### config.mk
export PLATFORM = sky130hd
export DESIGN_NAME = seq_gen
export DESIGN_NICKNAME = d
export VERILOG_FILES = /design/src/rtl/seq_pkg.sv /design/src/rtl/seq_gen_shreg.sv /design/src/rtl/seq_gen.sv
export SDC_FILE = /design/constraint.sdc
export NUM_CORES = 1
export LEC_CHECK = 0
export BUFFER_PORTS_ARGS = -buffer_cell sky130_fd_sc_hd__buf_2
export CORE_ASPECT_RATIO = 0.5
export CORE_MARGIN = 2
export CORE_UTILIZATION = 32
export DETAILED_ROUTE_END_ITERATION = 7
export GPL_TIMING_DRIVEN = 0
export SLEW_MARGIN = 20
export SYNTH_ARGS = -nofsm -noshare
export SYNTH_HDL_FRONTEND = slang
export SYNTH_HIERARCHICAL = 1
export SYNTH_SLANG_ARGS = --single-unit
### constraint.sdc
create_clock -name clk -period 8 [get_ports clk]
set_input_delay 1.6 -clock clk [delete_from_list [all_inputs] [get_ports clk]]
set_output_delay 1.6 -clock clk [all_outputs]
set_load 0.005 [all_outputs]
### src/rtl/seq_pkg.sv
// Shared definitions for the serial pattern generator: default widths, state
// encoding and the pattern-length saturation helper.
package seq_pkg;

    localparam int DEF_PAT_W = 8;
    localparam int DEF_LEN_W = 4;
    localparam int DEF_REP_W = 8;

    typedef enum logic [1:0] {
        ST_IDLE  = 2'd0,
        ST_SHIFT = 2'd1,
        ST_GAP   = 2'd2,
        ST_DONE  = 2'd3
    } seq_state_t;

    // A length of 0, or one longer than the pattern register, means "use all of it".
    function automatic int unsigned sat_len(input int unsigned len, input int unsigned max_len);
        return ((len == 0) || (len > max_len)) ? max_len : len;
    endfunction

endpackage

### src/rtl/seq_gen_shreg.sv
// Loadable left-shift register holding the pattern MSB-aligned, with a
// down-counting bit counter that flags the final bit of the pattern.
module seq_gen_shreg #(
    parameter int PAT_W = 8,
    parameter int LEN_W = 4
) (
    input  logic             clk,
    input  logic             rst,
    input  logic             load,
    input  logic             shift,
    input  logic             clr,
    input  logic [PAT_W-1:0] load_pat,
    input  logic [LEN_W-1:0] load_len,
    output logic             bit_out,
    output logic             last_bit
);

    logic [PAT_W-1:0] sh_q;
    logic [LEN_W-1:0] cnt_q;

    // The used field pattern[len-1:0] is moved to the top so that the MSB of
    // the register is always the bit currently on the line.
    always_ff @(posedge clk or posedge rst) begin
        if (rst) begin
            sh_q  <= '0;
            cnt_q <= '0;
        end else if (load) begin
            sh_q  <= load_pat << (PAT_W - int'(load_len));
            cnt_q <= load_len - LEN_W'(1);
        end else if (shift) begin
            sh_q <= {sh_q[PAT_W-2:0], 1'b0};
            if (cnt_q != '0) begin
                cnt_q <= cnt_q - LEN_W'(1);
            end
        end else if (clr) begin
            sh_q  <= '0;
            cnt_q <= '0;
        end
    end

    assign bit_out  = sh_q[PAT_W-1];
    assign last_bit = (cnt_q == '0);

endmodule

### src/rtl/seq_gen.sv
// Serial pattern transmitter: shifts a captured pattern out MSB-first, repeated
// a programmed number of times with an optional idle gap between repetitions.
//
//   state    | meaning
//   ---------+---------------------------------------------------------------
//   ST_IDLE  | waiting for start; line quiet
//   ST_SHIFT | one pattern bit per clock on x_out, x_valid high
//   ST_GAP   | GAP_CYC quiet cycles between repetitions, still busy
//   ST_DONE  | single-cycle done pulse, start ignored
module seq_gen
    import seq_pkg::*;
#(
    parameter int PAT_W   = DEF_PAT_W,
    parameter int LEN_W   = DEF_LEN_W,
    parameter int REP_W   = DEF_REP_W,
    parameter int GAP_CYC = 0
) (
    input  logic             clk,
    input  logic             rst,
    input  logic             start,
    input  logic [PAT_W-1:0] pattern,
    input  logic [LEN_W-1:0] plen,
    input  logic [REP_W-1:0] reps,
    output logic             x_out,
    output logic             x_valid,
    output logic             busy,
    output logic             done
);

    localparam int GAP_W = $clog2(GAP_CYC + 2);
    localparam logic [GAP_W-1:0] GAP_LOAD = GAP_W'((GAP_CYC > 0) ? GAP_CYC - 1 : 0);

    seq_state_t       state_q, state_d;
    logic [PAT_W-1:0] pat_q;
    logic [LEN_W-1:0] len_q;
    logic [REP_W-1:0] rep_q;
    logic [GAP_W-1:0] gap_q;

    logic [LEN_W-1:0] plen_eff;
    logic [REP_W-1:0] reps_eff;
    logic [PAT_W-1:0] load_pat;
    logic [LEN_W-1:0] load_len;

    logic cap_en;
    logic sel_new;
    logic sh_load;
    logic sh_shift;
    logic sh_clr;
    logic rep_dec;
    logic gap_load;
    logic gap_dec;
    logic last_bit;

    assign plen_eff = LEN_W'(sat_len(32'(plen), PAT_W));
    assign reps_eff = (reps == '0) ? REP_W'(1) : reps;

    // The first load comes straight from the inputs; reloads use the captured copy.
    assign load_pat = sel_new ? pattern  : pat_q;
    assign load_len = sel_new ? plen_eff : len_q;

    always_comb begin
        state_d  = state_q;
        cap_en   = 1'b0;
        sel_new  = 1'b0;
        sh_load  = 1'b0;
        sh_shift = 1'b0;
        sh_clr   = 1'b0;
        rep_dec  = 1'b0;
        gap_load = 1'b0;
        gap_dec  = 1'b0;

        case (state_q)
            ST_IDLE: begin
                if (start) begin
                    state_d = ST_SHIFT;
                    cap_en  = 1'b1;
                    sel_new = 1'b1;
                    sh_load = 1'b1;
                end
            end
            ST_SHIFT: begin
                if (!last_bit) begin
                    sh_shift = 1'b1;
                end else if (rep_q > REP_W'(1)) begin
                    rep_dec = 1'b1;
                    if (GAP_CYC > 0) begin
                        state_d  = ST_GAP;
                        gap_load = 1'b1;
                        sh_clr   = 1'b1;
                    end else begin
                        sh_load = 1'b1;
                    end
                end else begin
                    state_d = ST_DONE;
                    sh_clr  = 1'b1;
                end
            end
            ST_GAP: begin
                if (gap_q == '0) begin
                    state_d = ST_SHIFT;
                    sh_load = 1'b1;
                end else begin
                    gap_dec = 1'b1;
                end
            end
            ST_DONE: begin
                state_d = ST_IDLE;
            end
            default: begin
                state_d = ST_IDLE;
            end
        endcase
    end

    // Status outputs are registered from the next state so they line up with x_out.
    always_ff @(posedge clk or posedge rst) begin
        if (rst) begin
            state_q <= ST_IDLE;
            x_valid <= 1'b0;
            busy    <= 1'b0;
            done    <= 1'b0;
        end else begin
            state_q <= state_d;
            x_valid <= (state_d == ST_SHIFT);
            busy    <= (state_d == ST_SHIFT) || (state_d == ST_GAP);
            done    <= (state_d == ST_DONE);
        end
    end

    always_ff @(posedge clk or posedge rst) begin
        if (rst) begin
            pat_q <= '0;
            len_q <= '0;
            rep_q <= '0;
            gap_q <= '0;
        end else begin
            if (cap_en) begin
                pat_q <= pattern;
                len_q <= plen_eff;
                rep_q <= reps_eff;
            end else if (rep_dec) begin
                rep_q <= rep_q - REP_W'(1);
            end

            if (gap_load) begin
                gap_q <= GAP_LOAD;
            end else if (gap_dec) begin
                gap_q <= gap_q - GAP_W'(1);
            end
        end
    end

    seq_gen_shreg #(
        .PAT_W (PAT_W),
        .LEN_W (LEN_W)
    ) u_shreg (
        .clk      (clk),
        .rst      (rst),
        .load     (sh_load),
        .shift    (sh_shift),
        .clr      (sh_clr),
        .load_pat (load_pat),
        .load_len (load_len),
        .bit_out  (x_out),
        .last_bit (last_bit)
    );

endmodule
# ---- Word level (Yosys, flattened, before mapping)
# Cells that the tools add are included.
dict set report classes {
  addsub 5
  order_cmp 2
  n_eq_ne 7
  shift 1
  n_mux 32
  reduce_logical 10
}
# cell n
set ops {}
lappend ops {{8-bit two-way mux} 7}
lappend ops {{8-bit by 32-bit << shifter with 8-bit output} 1}
lappend ops {{4-bit two-way mux} 6}
lappend ops {{1-bit two-way mux} 13}
lappend ops {{2-bit equality test (second input constant)} 4}
lappend ops {{8-bit by 1-bit > comparator with 1-bit output (second input constant)} 1}
lappend ops {{4-bit logical NOT} 2}
lappend ops {{8-bit logical NOT} 1}
lappend ops {{2-bit two-way mux} 4}
lappend ops {{2-bit one-hot mux with 4 select lines} 1}
lappend ops {{4-bit by 1-bit subtractor with 4-bit output (second input constant)} 2}
lappend ops {{8-bit by 1-bit subtractor with 8-bit output (second input constant)} 1}
lappend ops {{4-bit by 4-bit subtractor with 5-bit output (first input constant)} 1}
lappend ops {{2-bit by 1-bit equality test with 1-bit output (second input constant)} 2}
lappend ops {{4-bit > comparator (second input constant)} 1}
lappend ops {{4-bit nonzero test} 1}
lappend ops {{3-bit by 2-bit != test with 1-bit output (second input constant)} 1}
lappend ops {{1-bit one-hot mux with 3 select lines} 1}
lappend ops {{3-bit nonzero test} 1}
lappend ops {{2-bit logical NOT} 1}
lappend ops {{1-bit logical OR} 2}
lappend ops {{2-bit AND reduction} 1}
lappend ops {{2-bit nonzero test} 1}
lappend ops {{1-bit subtractor (second input constant)} 1}
dict set report word_totals {
  regBits 38
  input_bits 23
  wordCells 67
}

# ---- Depth between registers and ports, before layout
# Gate-level depths: netlist of the first run.
dict set report logic_depth {
  word_depth 7
  mapped_depth 15
}

# ---- Hierarchy
# Netlist of the first run, hierarchy kept.
# module n_inst cells_per_inst area_each_um2
set modules_own_cells {}
lappend modules_own_cells {seq_gen 1 134 1262.5}
lappend modules_own_cells {seq_gen_shreg 1 108 922.1}

# ---- Least setup slack after synthesis of the first run
# Ideal clock, no wire load.
dict set report synth_timing {
  kind {input to register}
  start {input port start}
  end {register u_shreg.sh_q[7]}
  setup_ns 0.140
  t_arrival_ns 3.674
  required_ns 7.860
  path_slack_ns 4.186
  stages 12
  path_buffers 4
  cell_sequence {nand2_1 > clkbuf_1 > buf_1 > nand2_1 > nand2_1 > buf_4 > inv_1 > ha_1 > clkbuf_1 > mux2i_1 > o22ai_1 > a2bb2oi_1}
}
dict set report synth_via {
  elab_chain_cells 6
}
# item line_no
set synth_rtl {}
lappend synth_rtl {{start: declaration} seq_gen.sv:20} ;# input logic start,
lappend synth_rtl {{1-bit two-way mux} seq_gen.sv:74} ;# if (start) begin
lappend synth_rtl {{1-bit two-way mux} seq_gen.sv:72} ;# case (state_q)
lappend synth_rtl {{4-bit two-way mux} --}
lappend synth_rtl {{named net load_len[0]} seq_gen.sv:42} ;# logic [LEN_W-1:0] load_len;
lappend synth_rtl {{4-bit by 4-bit subtractor with 5-bit output} seq_gen_shreg.sv:28} ;# sh_q <= load_pat << (PAT_W - int'(load_len));
lappend synth_rtl {{8-bit by 32-bit << shifter with 8-bit output} seq_gen_shreg.sv:28}
lappend synth_rtl {{8-bit two-way mux} seq_gen_shreg.sv:27} ;# end else if (load) begin
lappend synth_rtl {{end signal: assignment} seq_gen_shreg.sv:28}
lappend synth_rtl {{end signal: assignment} seq_gen_shreg.sv:31} ;# sh_q <= {sh_q[PAT_W-2:0], 1'b0};
lappend synth_rtl {{end: declaration} seq_gen_shreg.sv:18} ;# logic [PAT_W-1:0] sh_q;
# The timed path passes the listed nets, and every way through them passes these cells.
# A chain may end at the register's enable or synchronous reset.

# ---- Final worst setup path of the first run
# Ends and elaborated chain as after synthesis.

==> results.cfg, run 1 <==
[die]
initial_core_util = 0.329
die_y_um = 62.4
ios = 27
die_area_mm2 = 0.00754
die_w_um = 121
core_area_mm2 = 0.00665
row_count = 21

[critical_path]
worstSetupPathType = primary input to flop
crit_fanout = 10
cp-end-kind = flop
regToRegSetupSlack_ps = 4670
cp.required_ps = 8130
crit_start = start
critPathLaunchType = primary input
r2r_end = u_shreg/sh_q[7]$_DFFE_PP0P_
arrival_ps = 4400
reg2reg_from = state_q[0]$_DFF_PP0_
reg2reg_depth = 13
crit_end = u_shreg/sh_q[7]$_DFFE_PP0P_

[sta]
setup_viol = 0
hold_slack_ps = 489
clock_skew_ps = 6.13
rsz0062_at_grt = false
relSlewSlack = 0.514
hold_viol_final = 0
final.min_clock_period_ps = 4270
fmax_mhz = 234
finalMaxSlewViolations = 0
min_period_over_period = 0.533
worst_pin_slew_ps = 728
setup_tns_ps = 0

[clock_tree]
holdBufCountCts = 0
cts_tree = yes
clk_latency_ps = 270
cts.sinks = 38
cts_setup_buffers = 0
cts_made_buffers = 5
root_buffer = clkbuf_16
clk_path_buf_depth = 2
cts-htree-levels = 2
post_cts_resized = 0
cts.clk_slew.worst_paths_ps = 60

[power_and_ir_drop]
p_per_area_mw_per_mm2 = 273
ir_drop_mv = 0.0845
p_leak_nw = 1.13

[route]
num_vias = 1870
drc_errors = 0
ant_nets = 0
drtIter0Drc = 71
drt_wl_total_mm = 4.83
avgRoutedWirePerCell_um = 13.2
viasPerCell = 5.11
dr.pass1.iters = 4

[synthesis]
synth_top_family_by_area = simple AND/OR/NAND/NOR gates
synth_seq_cells = 38
synth_edf_count = 0
syn-cell-area_mm2 = 0.00218
synthesis.nets = 270
syn_inst = 242
synthAdderAreaFrac = 0.0286
ys_warn_count = 6
synth-compound-area-share = 0.188
async_flop_share = 1.00
ys.flop_type = dfrtp_1
synthMuxAreaShare = 0.0601
avgSynthCellArea_um2 = 9.03
ys_types = 46
synthSimpleGateAreaFrac = 0.225
yosys.area_share.xor_xnor = 0.0120
ys_seq_area_frac = 0.435

[placement]
gp_congestion = 0.789
hpwlAfterDp_mm = 3.59
io_buffers = 26

[min_path]
worstHoldPathType = flop to flop

[layout]
syn2layout_area_growth_pct = 17.6
final_nets = 303
drive_above_1_share = 0.161
fin_util = 0.386
num_antenna_cells = 0

[global_route]
grt_max_degree = 27
grtUsageTotal = 0.137
grt_pass1_wl_mm = 8.49
antenna_found_initial = 0
overflow = 0
grt_pass1_vias = 1963

[run]
drv_cap = 0

[status]
status = completed
## Yosys cell counts, types with 4 or more instances
master | number | share of area
nor3b_1 | 4 | 0.014
nor2_1 | 11 | 0.019
clkbuf_1 | 6 | 0.010
nand2_1 | 47 | 0.081
a21oi_1 | 15 | 0.034
a22oi_1 | 4 | 0.014
nand2b_1 | 6 | 0.017
mux2i_1 | 12 | 0.055
o21ai_0 | 8 | 0.018
dfrtp_1 | 38 | 0.44
nand3_1 | 6 | 0.014
ha_1 | 5 | 0.029
nand3b_1 | 4 | 0.014
nor3_1 | 4 | 0.0092
o22ai_1 | 6 | 0.017
a2bb2oi_1 | 4 | 0.016
o211ai_1 | 5 | 0.017
inv_1 | 16 | 0.027
## placed cells by master, fill, tap and decap left out, drive strengths merged, types with 4 or more instances in the layout
| master | Yosys | layout |
|---|---|---|
| nand3b | 4 | 4 |
| or4 | 4 | 4 |
| ha | 5 | 5 |
| nor2 | 11 | 11 |
| a2bb2oi | 4 | 4 |
| o211ai | 5 | 5 |
| nor3 | 5 | 5 |
| clkbuf | 6 | 12 |
| inv | 16 | 16 |
| a21oi | 15 | 15 |
| buf | 4 | 30 |
| o22ai | 6 | 6 |
| mux2i | 12 | 12 |
| nand2b | 6 | 6 |
| a22oi | 4 | 4 |
| dfrtp | 38 | 38 |
| nand3 | 6 | 6 |
| o21ai | 9 | 9 |
| nor3b | 4 | 4 |
| nand2 | 47 | 47 |
## stage by stage
| stage | area (µm²) | worst slack, ps | cells | power (mW) |
|---|---|---|---|---|
| global route | 2570 | 3430 | 366 | 0.751 |
| finish | 2570 | 3730 | 366 | 0.700 |
| floorplan | 2180 | 4190 | 242 | 0.453 |
| detailed placement | 2430 | 3470 | 360 | 0.511 |
| global placement | 2430 | 3500 | 360 | 0.501 |
| CTS | 2570 | 3740 | 366 | 0.704 |
## layout make-up
type / count / area, µm²
flip-flops and latches: 38 / 951
well taps: 92 / 115
inverters: 16 / 60.1
fillers: 661 / 4080
repair buffers: 26 / 130
plain buffers: 10 / 50.0
clock buffers: 6 / 139
multi-input cells: 178 / 1120
## sequential cells by signal (all words and copies together) (netlist names)
| register | count |
|---|---|
| rep_q | 8 |
| done | 1 |
| state_q | 2 |
| x_valid | 1 |
| pat_q | 8 |
| len_q | 4 |
| u_shreg/cnt_q | 4 |
| gap_q | 1 |
| u_shreg/sh_q | 8 |
| busy | 1 |
## layer usage
layer  track usage  part of all wire  vias to the layer above
met5             0                 0                        -
met4        0.0392             0.011                        0
met3        0.0319             0.037                        6
met2         0.246              0.48                       37
met1         0.166              0.47                      908
li1              -                 -                      919
## report_power, final
part	switching, mW	internal, mW	total [mW]	leakage (nW)
clock network	0.0699	0.120	0.190	0.0688
registers	0.0355	0.232	0.267	0.471
logic	0.138	0.104	0.243	0.592
total	0.244	0.456	0.700	1.13
## critical path: stages
cell,delay [ps]
buf_2,110
nand2_1,70
clkbuf_1,420
buf_1,410
nand2_1,100
nand2_1,160
buf_4,230
inv_1,60
ha_1,290
clkbuf_1,390
mux2i_1,280
o22ai_1,120
a2bb2oi_1,150
## worst min-delay path by stage
stage,start,to,slack [ps],cells past startpoint
6_report,pat_q[7]$_DFF_PP0_,pat_q[7]$_DFF_PP0_,490,2
4_1_cts,pat_q[7]$_DFF_PP0_,pat_q[7]$_DFF_PP0_,500,2
5_1_grt,u_shreg/sh_q[0]$_DFFE_PP0P_,u_shreg/sh_q[0]$_DFFE_PP0P_,540,1
2_1_floorplan,pat_q[7]$_DFF_PP0_,pat_q[7]$_DFF_PP0_,440,2
3_5_place_dp,pat_q[7]$_DFF_PP0_,pat_q[7]$_DFF_PP0_,480,2
3_3_place_gp,pat_q[7]$_DFF_PP0_,pat_q[7]$_DFF_PP0_,470,2
## kinds of logic after synthesis
logic type      after synthesis
fa+ha+maj                     5
buf+inv                      26
compound gates               60
flops                        38
xor+xnor                      3
simple gates                 97
mux                          13
No activity file was read; power rests on OpenSTA's default activity.
==> run 2: changes to the inputs <==
Settings changed: ABC_AREA set to 1.
Clock period 8 ns to 3.8 ns, I/O delays scaled along.
==> run 2 against run 1 <==
Effect of this change: core utilization shrank 0.25 points; synthesized cell count grew 35%; largest power group unchanged; flip-flop and latch count is the same; highest routed layer unchanged; cell count grew 24%.
==> results.cfg, run 2 <==
[critical_path]
crit_start = start
cp.required_ps = 4020
cp-end-kind = flop
path_cells = buf_2 > nand2_2 > nor2_4 > buf_2 > nand3_1 > nand2_1 > buf_6 > inv_8 > ha_1 > buf_2 > inv_1 > nand2_1 > o21ai_0 > nand2_1 > nand3_1
crit_fanout = 10
arrival_ps = 2820
critPathLaunchType = primary input
worstSetupPathType = primary input to flop
reg2reg_from = state_q[1]$_DFF_PP0_
max_stage_delay_ps = 280
cp_slowest_cell = ha_1

[clock_tree]
cts-htree-levels = 2
cts_made_buffers = 5
root_buffer = clkbuf_16
holdBufCountCts = 0
cts.sinks = 38
cts_setup_buffers = 0
cts.clk_slew.worst_paths_ps = 50
post_cts_resized = 0
clk_latency_ps = 280
clk_path_buf_depth = 2
cts_tree = yes

[route]
viasPerCell = 4.54
num_vias = 2064
drc_errors = 0
dr.pass1.iters = 4
drt_wl_total_mm = 5.14
drtIter0Drc = 114
ant_nets = 0
avgRoutedWirePerCell_um = 11.3

[layout]
num_antenna_cells = 0
reg_top3 = pat_q: 8 flops, rep_q: 8 flops, u_shreg/sh_q: 8 flops
postLayoutCellArea_mm2 = 0.00282
mostFrequentLayoutCells = nand2_1 (112), dfrtp_1 (38), nand3_1 (34), buf_2 (29)
drive_above_1_share = 0.251
final_nets = 387
syn2layout_area_growth_pct = 15.8
fillerInstances = 780
final_cell_count_no_fill = 455
layout_commonest_cell = nand2_1

[sta]
setup_tns_ps = 0
fmax_mhz = 384
clock_skew_ps = 6.35
min_period_over_period = 0.685
final.min_clock_period_ps = 2600
layout_setup_ws_ps = 1200
finalMaxSlewViolations = 0
worst_pin_slew_ps = 584
rsz0062_at_grt = false
setup_viol = 0
hold_viol_final = 0
relSlewSlack = 0.610
hold_slack_ps = 470

[die]
die_y_um = 65.7
initial_core_util = 0.331
core_area_mm2 = 0.00735
die_area_mm2 = 0.00837
row_count = 22
ios = 27
die_w_um = 127

[placement]
dp.cells = 448
post-place-ws_ps = 882
gp_congestion = 0.827
place_area_mm2 = 0.00269
io_buffers = 26
hpwlAfterDp_mm = 3.77

[synthesis]
synthesis.nets = 354
ys_top_cells_by_area = dfrtp_1 (39%), nand2_1 (17%), nand3_1 (7.0%)
synthMuxAreaShare = 0
yosys-top-cells-count = nand2_1 (112), dfrtp_1 (38), nand3_1 (34)
synth_top_area_frac = 0.390
ys_warn_count = 6
ys_types = 34
syn-cell-area_mm2 = 0.00244
ys_seq_area_frac = 0.390
synthSimpleGateAreaFrac = 0.418
synth_seq_cells = 38
syn_inst = 326
yosysMostFrequentCell = nand2_1
avgSynthCellArea_um2 = 7.47
async_flop_share = 1.00
synthAdderAreaFrac = 0.0257
yosys.area_share.xor_xnor = 0.0144
synth_edf_count = 0
synth_top_family_by_area = simple AND/OR/NAND/NOR gates
ys.flop_type = dfrtp_1
synth_top_area_cell = dfrtp_1
synth-compound-area-share = 0.0601

[global_route]
grt_max_degree = 27
grtUsageTotal = 0.138
grt_pass1_vias = 1962
grt_pass1_wl_mm = 8.99
antenna_found_initial = 0
overflow = 0

[power_and_ir_drop]
swShare = 0.215
p_leak_nw = 1.46
clkPwrFrac = 0.482
ir_drop_mv = 0.142
comb_power_share = 0.030
p_int_mw = 0.651
p_per_area_mw_per_mm2 = 294
power.switching_mw = 0.179
pwr-share-seq = 0.488

[run]
drv_cap = 0

[min_path]
worstHoldPathType = flop to flop
min_from = pat_q[3]$_DFF_PP0_

[status]
status = completed
-- run 2: changes by cell type after synthesis, sizes merged, moves of 5 or more --
cell	delta
a21oi	-11
clkbuf	-6
inv	+22
mux2i	-12
nand2	+83
nand2b	-6
nand3	+38
nor2	+21
nor3	-5
o21ai	+5
-- run 2: final cells by class --
cell class              count  area (µm²)  share of cell area
flip-flops and latches     38         951               0.337
repair buffers             26         130              0.0461
inverters                  40         166              0.0590
clock inverters             2        10.0             0.00355
clock buffers               5         125              0.0443
plain buffers               7        56.3              0.0200
well taps                  96         120              0.0426
multi-input cells         241        1260               0.447
-- run 2: worst paths after layout --
path / end / slack (ps) / cells past startpoint
max: u_shreg/sh_q[4]$_DFFE_PP0P_ / 1200 / 15
min: pat_q[3]$_DFF_PP0_ / 470 / 2
max reg2reg: u_shreg/sh_q[4]$_DFFE_PP0P_ / 1280 / 15
min reg2reg: pat_q[3]$_DFF_PP0_ / 470 / 2
max in group asynchronous: state_q[1]$_DFF_PP0_ / 2870 / 2
min in group asynchronous: u_shreg/cnt_q[3]$_DFFE_PP0P_ / 500 / 2
-- run 2: cells by family (layout without fill, tap and decap cells) --
logic type,Yosys count,in the layout
AND/OR/NAND/NOR,209,209
adder cells (fa/ha/maj),5,5
AO/OA/AOI/OAI,23,23
XOR/XNOR,4,4
flip-flops,38,38
buffers and inverters,47,80
-- run 2: through the flow --
step	power [mW]	utilization
2_1_floorplan	0.421	-
3_3_place_gp	0.437	0.366
3_5_place_dp	0.438	0.366
4_1_cts	0.841	0.384
5_1_grt	0.869	0.384
6_report	0.830	0.384
-- run 2: metal layers --
metal	wire length (µm)	global-route usage	vias up
met5	0	0	-
met3	212	0.0497	6
met1	2680	0.183	939
met2	2180	0.212	22
met4	67	0.0412	0
li1	-	-	1097
-- run 2: critical path: cells and delay by family --
kind                       cells  cell delay [ps]
adders and majority gates      1              280
buffers and inverters          6              930
and+or+nand+nor                7              680
AOI/OAI and AO/OA              1              180
-- run 2: power by group through the flow --
stage / Sequential, mW / Combinational [mW] / Clock, mW
final: 0.405 / 0.0246 / 0.400
after global routing: 0.404 / 0.0284 / 0.436
after CTS: 0.405 / 0.0257 / 0.411
after detailed placement: 0.412 / 0.0256 / 0
after global placement: 0.412 / 0.0249 / 0
after floorplan: 0.412 / 0.00932 / 0
==> run 3: changes to the inputs <==
Clock period 3.8 ns to 2.6 ns, I/O delays scaled along.
==> run 3 against run 2 <==
Effect of this change: register-to-register slack got worse by 1000 ps; power increased by 46%; final area increased by 1.0%; combinational power increased by 46%; first-iteration DRC count decreased by 6.1%; worst setup slack got worse by 940 ps; routed wire length increased by 1.2%; sequential power increased by 46%; clock skew about the same; via count decreased by 0.34%; clock-buffer cell count unchanged; highest routed layer unchanged.
==> results.cfg, run 3 (same netlist as run 2, synthesis figures left out) <==
[sta]
relSlewSlack = 0.611
finalMaxSlewViolations = 0
setup_viol = 0
setup_tns_ps = 0
worst_pin_slew_ps = 583
hold_viol_final = 0
hold_slack_ps = 260
clock_skew_ps = 5.98
fmax_mhz = 427
min_period_over_period = 0.902
final.min_clock_period_ps = 2340

[route]
wl_met1_mm = 2.67
viasPerCell = 4.50
num_vias = 2057
avgRoutedWirePerCell_um = 11.4
drc_errors = 0
drt_wl_total_mm = 5.20
top_layer = met4
drtIter0Drc = 107
met2_wirelength_mm = 2.21
ant_nets = 0
dr.pass1.iters = 4
wl_met3_um = 252

[global_route]
grtUsageTotal = 0.138
grt_max_degree = 27
overflow = 0
grt_pass1_vias = 1962
grt_pass1_wl_mm = 8.99
antenna_found_initial = 0

[critical_path]
path_cells = inv_2 > nand2_2 > nor2_4 > buf_6 > nand3_1 > nand2_1 > buf_6 > inv_8 > ha_1 > buf_2 > inv_2 > nand3_1 > nand3_1 > nand2_1 > clkinv_1 > nand2_1 > nand3_1
critPathLaunchType = flop
path_common_cell = nand3_1
cp-end-kind = flop
max_stage_delay_ps = 380
worstSetupPathType = flop to flop
cp_slowest_cell = dfrtp_1
reg2reg_depth = 17
r2r_end = u_shreg/sh_q[6]$_DFFE_PP0P_
arrival_ps = 2510
reg2reg_from = state_q[1]$_DFF_PP0_
cp.required_ps = 2770
regToRegSetupSlack_ps = 260
critical_path.top_delay_family = buffers and inverters
critical_path_buf_inv_count = 7
crit_fanout = 10

[min_path]
worstHoldPathType = primary input to asynchronous set/reset pin

[die]
core_area_mm2 = 0.00735
initial_core_util = 0.331
row_count = 22
ios = 27
die_area_mm2 = 0.00837
die_y_um = 65.7
die_w_um = 127

[layout]
reg_top3 = pat_q: 8 flops, rep_q: 8 flops, u_shreg/sh_q: 8 flops
drive_above_1_share = 0.263
num_antenna_cells = 0
mostFrequentLayoutCells = nand2_1 (111), dfrtp_1 (38), nand3_1 (34), buf_2 (29)
syn2layout_area_growth_pct = 17.0
final_nets = 389
layout_commonest_cell = nand2_1

[clock_tree]
cts.sinks = 38
root_buffer = clkbuf_16
cts_tree = yes
clk_path_buf_depth = 2
cts-htree-levels = 2
cts_made_buffers = 5
clk_latency_ps = 280
cts.clk_slew.worst_paths_ps = 60
holdBufCountCts = 0

[power_and_ir_drop]
ir_drop_mv = 0.208
p_leak_nw = 1.48
p_per_area_mw_per_mm2 = 425
power_mw = 1.21

[placement]
io_buffers = 26
gp_congestion = 0.827
hpwlAfterDp_mm = 3.77

[status]
status = completed

[run]
drv_cap = 0
## run 3: how the worst max path moves through the flow
stage / startpoint / endpoint / slack (ps) / cells after the start
3_3_place_gp: start / u_shreg/sh_q[4]$_DFFE_PP0P_ / -90 / 15
3_5_place_dp: start / u_shreg/sh_q[4]$_DFFE_PP0P_ / -80 / 15
5_1_grt: state_q[1]$_DFF_PP0_ / u_shreg/sh_q[7]$_DFFE_PP0P_ / -6 / 19
6_report: state_q[1]$_DFF_PP0_ / u_shreg/sh_q[6]$_DFFE_PP0P_ / 260 / 17
2_1_floorplan: start / u_shreg/sh_q[6]$_DFFE_PP0P_ / 370 / 16
4_1_cts: state_q[1]$_DFF_PP0_ / u_shreg/sh_q[4]$_DFFE_PP0P_ / 60 / 15
## run 3: area by class of cell
class / instances / area, µm²
Inverter: 40 / 166
Clock inverter: 2 / 10.0
Timing Repair Buffer: 28 / 143
Sequential cell: 38 / 951
Multi-Input combinational cell: 241 / 1270
Clock buffer: 5 / 125
Fill cell: 776 / 4500
Buffer: 7 / 62.6
Tap cell: 96 / 120
## run 3: report_power, final
group / total [mW] / internal (mW) / switching, mW
logic: 0.0359 / 0.0136 / 0.0223
registers: 0.592 / 0.592 / 0
clock network: 0.584 / 0.346 / 0.237
total: 1.21 / 0.951 / 0.260
## run 3: timing repair
action,in CTS,in global routing
buffers inserted,0,1
gates resized for setup,0,8
endpoints found under the setup margin,0,9
## run 3: worst register-to-register path, cell delays in order, from the launching register on
cell and delay, ps:
dfrtp_1 380, inv_2 90, nand2_2 80, nor2_4 170
buf_6 160, nand3_1 70, nand2_1 90, buf_6 170
inv_8 60, ha_1 260, buf_2 190, inv_2 100
nand3_1 90, nand3_1 70, nand2_1 60, clkinv_1 50
nand2_1 60, nand3_1 60
## run 3: stage by stage
| step | utilization | setup slack [ps] | cell area [µm²] | cells |
|---|---|---|---|---|
| 3_5_place_dp | 0.366 | -77.9 | 2690 | 448 |
| 5_1_grt | 0.388 | -5.96 | 2850 | 457 |
| 6_report | 0.388 | 255 | 2850 | 457 |
| 3_3_place_gp | 0.366 | -87.0 | 2690 | 448 |
| 4_1_cts | 0.384 | 57.9 | 2820 | 455 |
| 2_1_floorplan | - | 366 | 2440 | 326 |
## run 3: per-layer routing
layer  GRT usage  vias up
li1            -     1097
met5           0        -
met1       0.183      929
met2       0.212       25
met3      0.0497        6
met4      0.0412        0
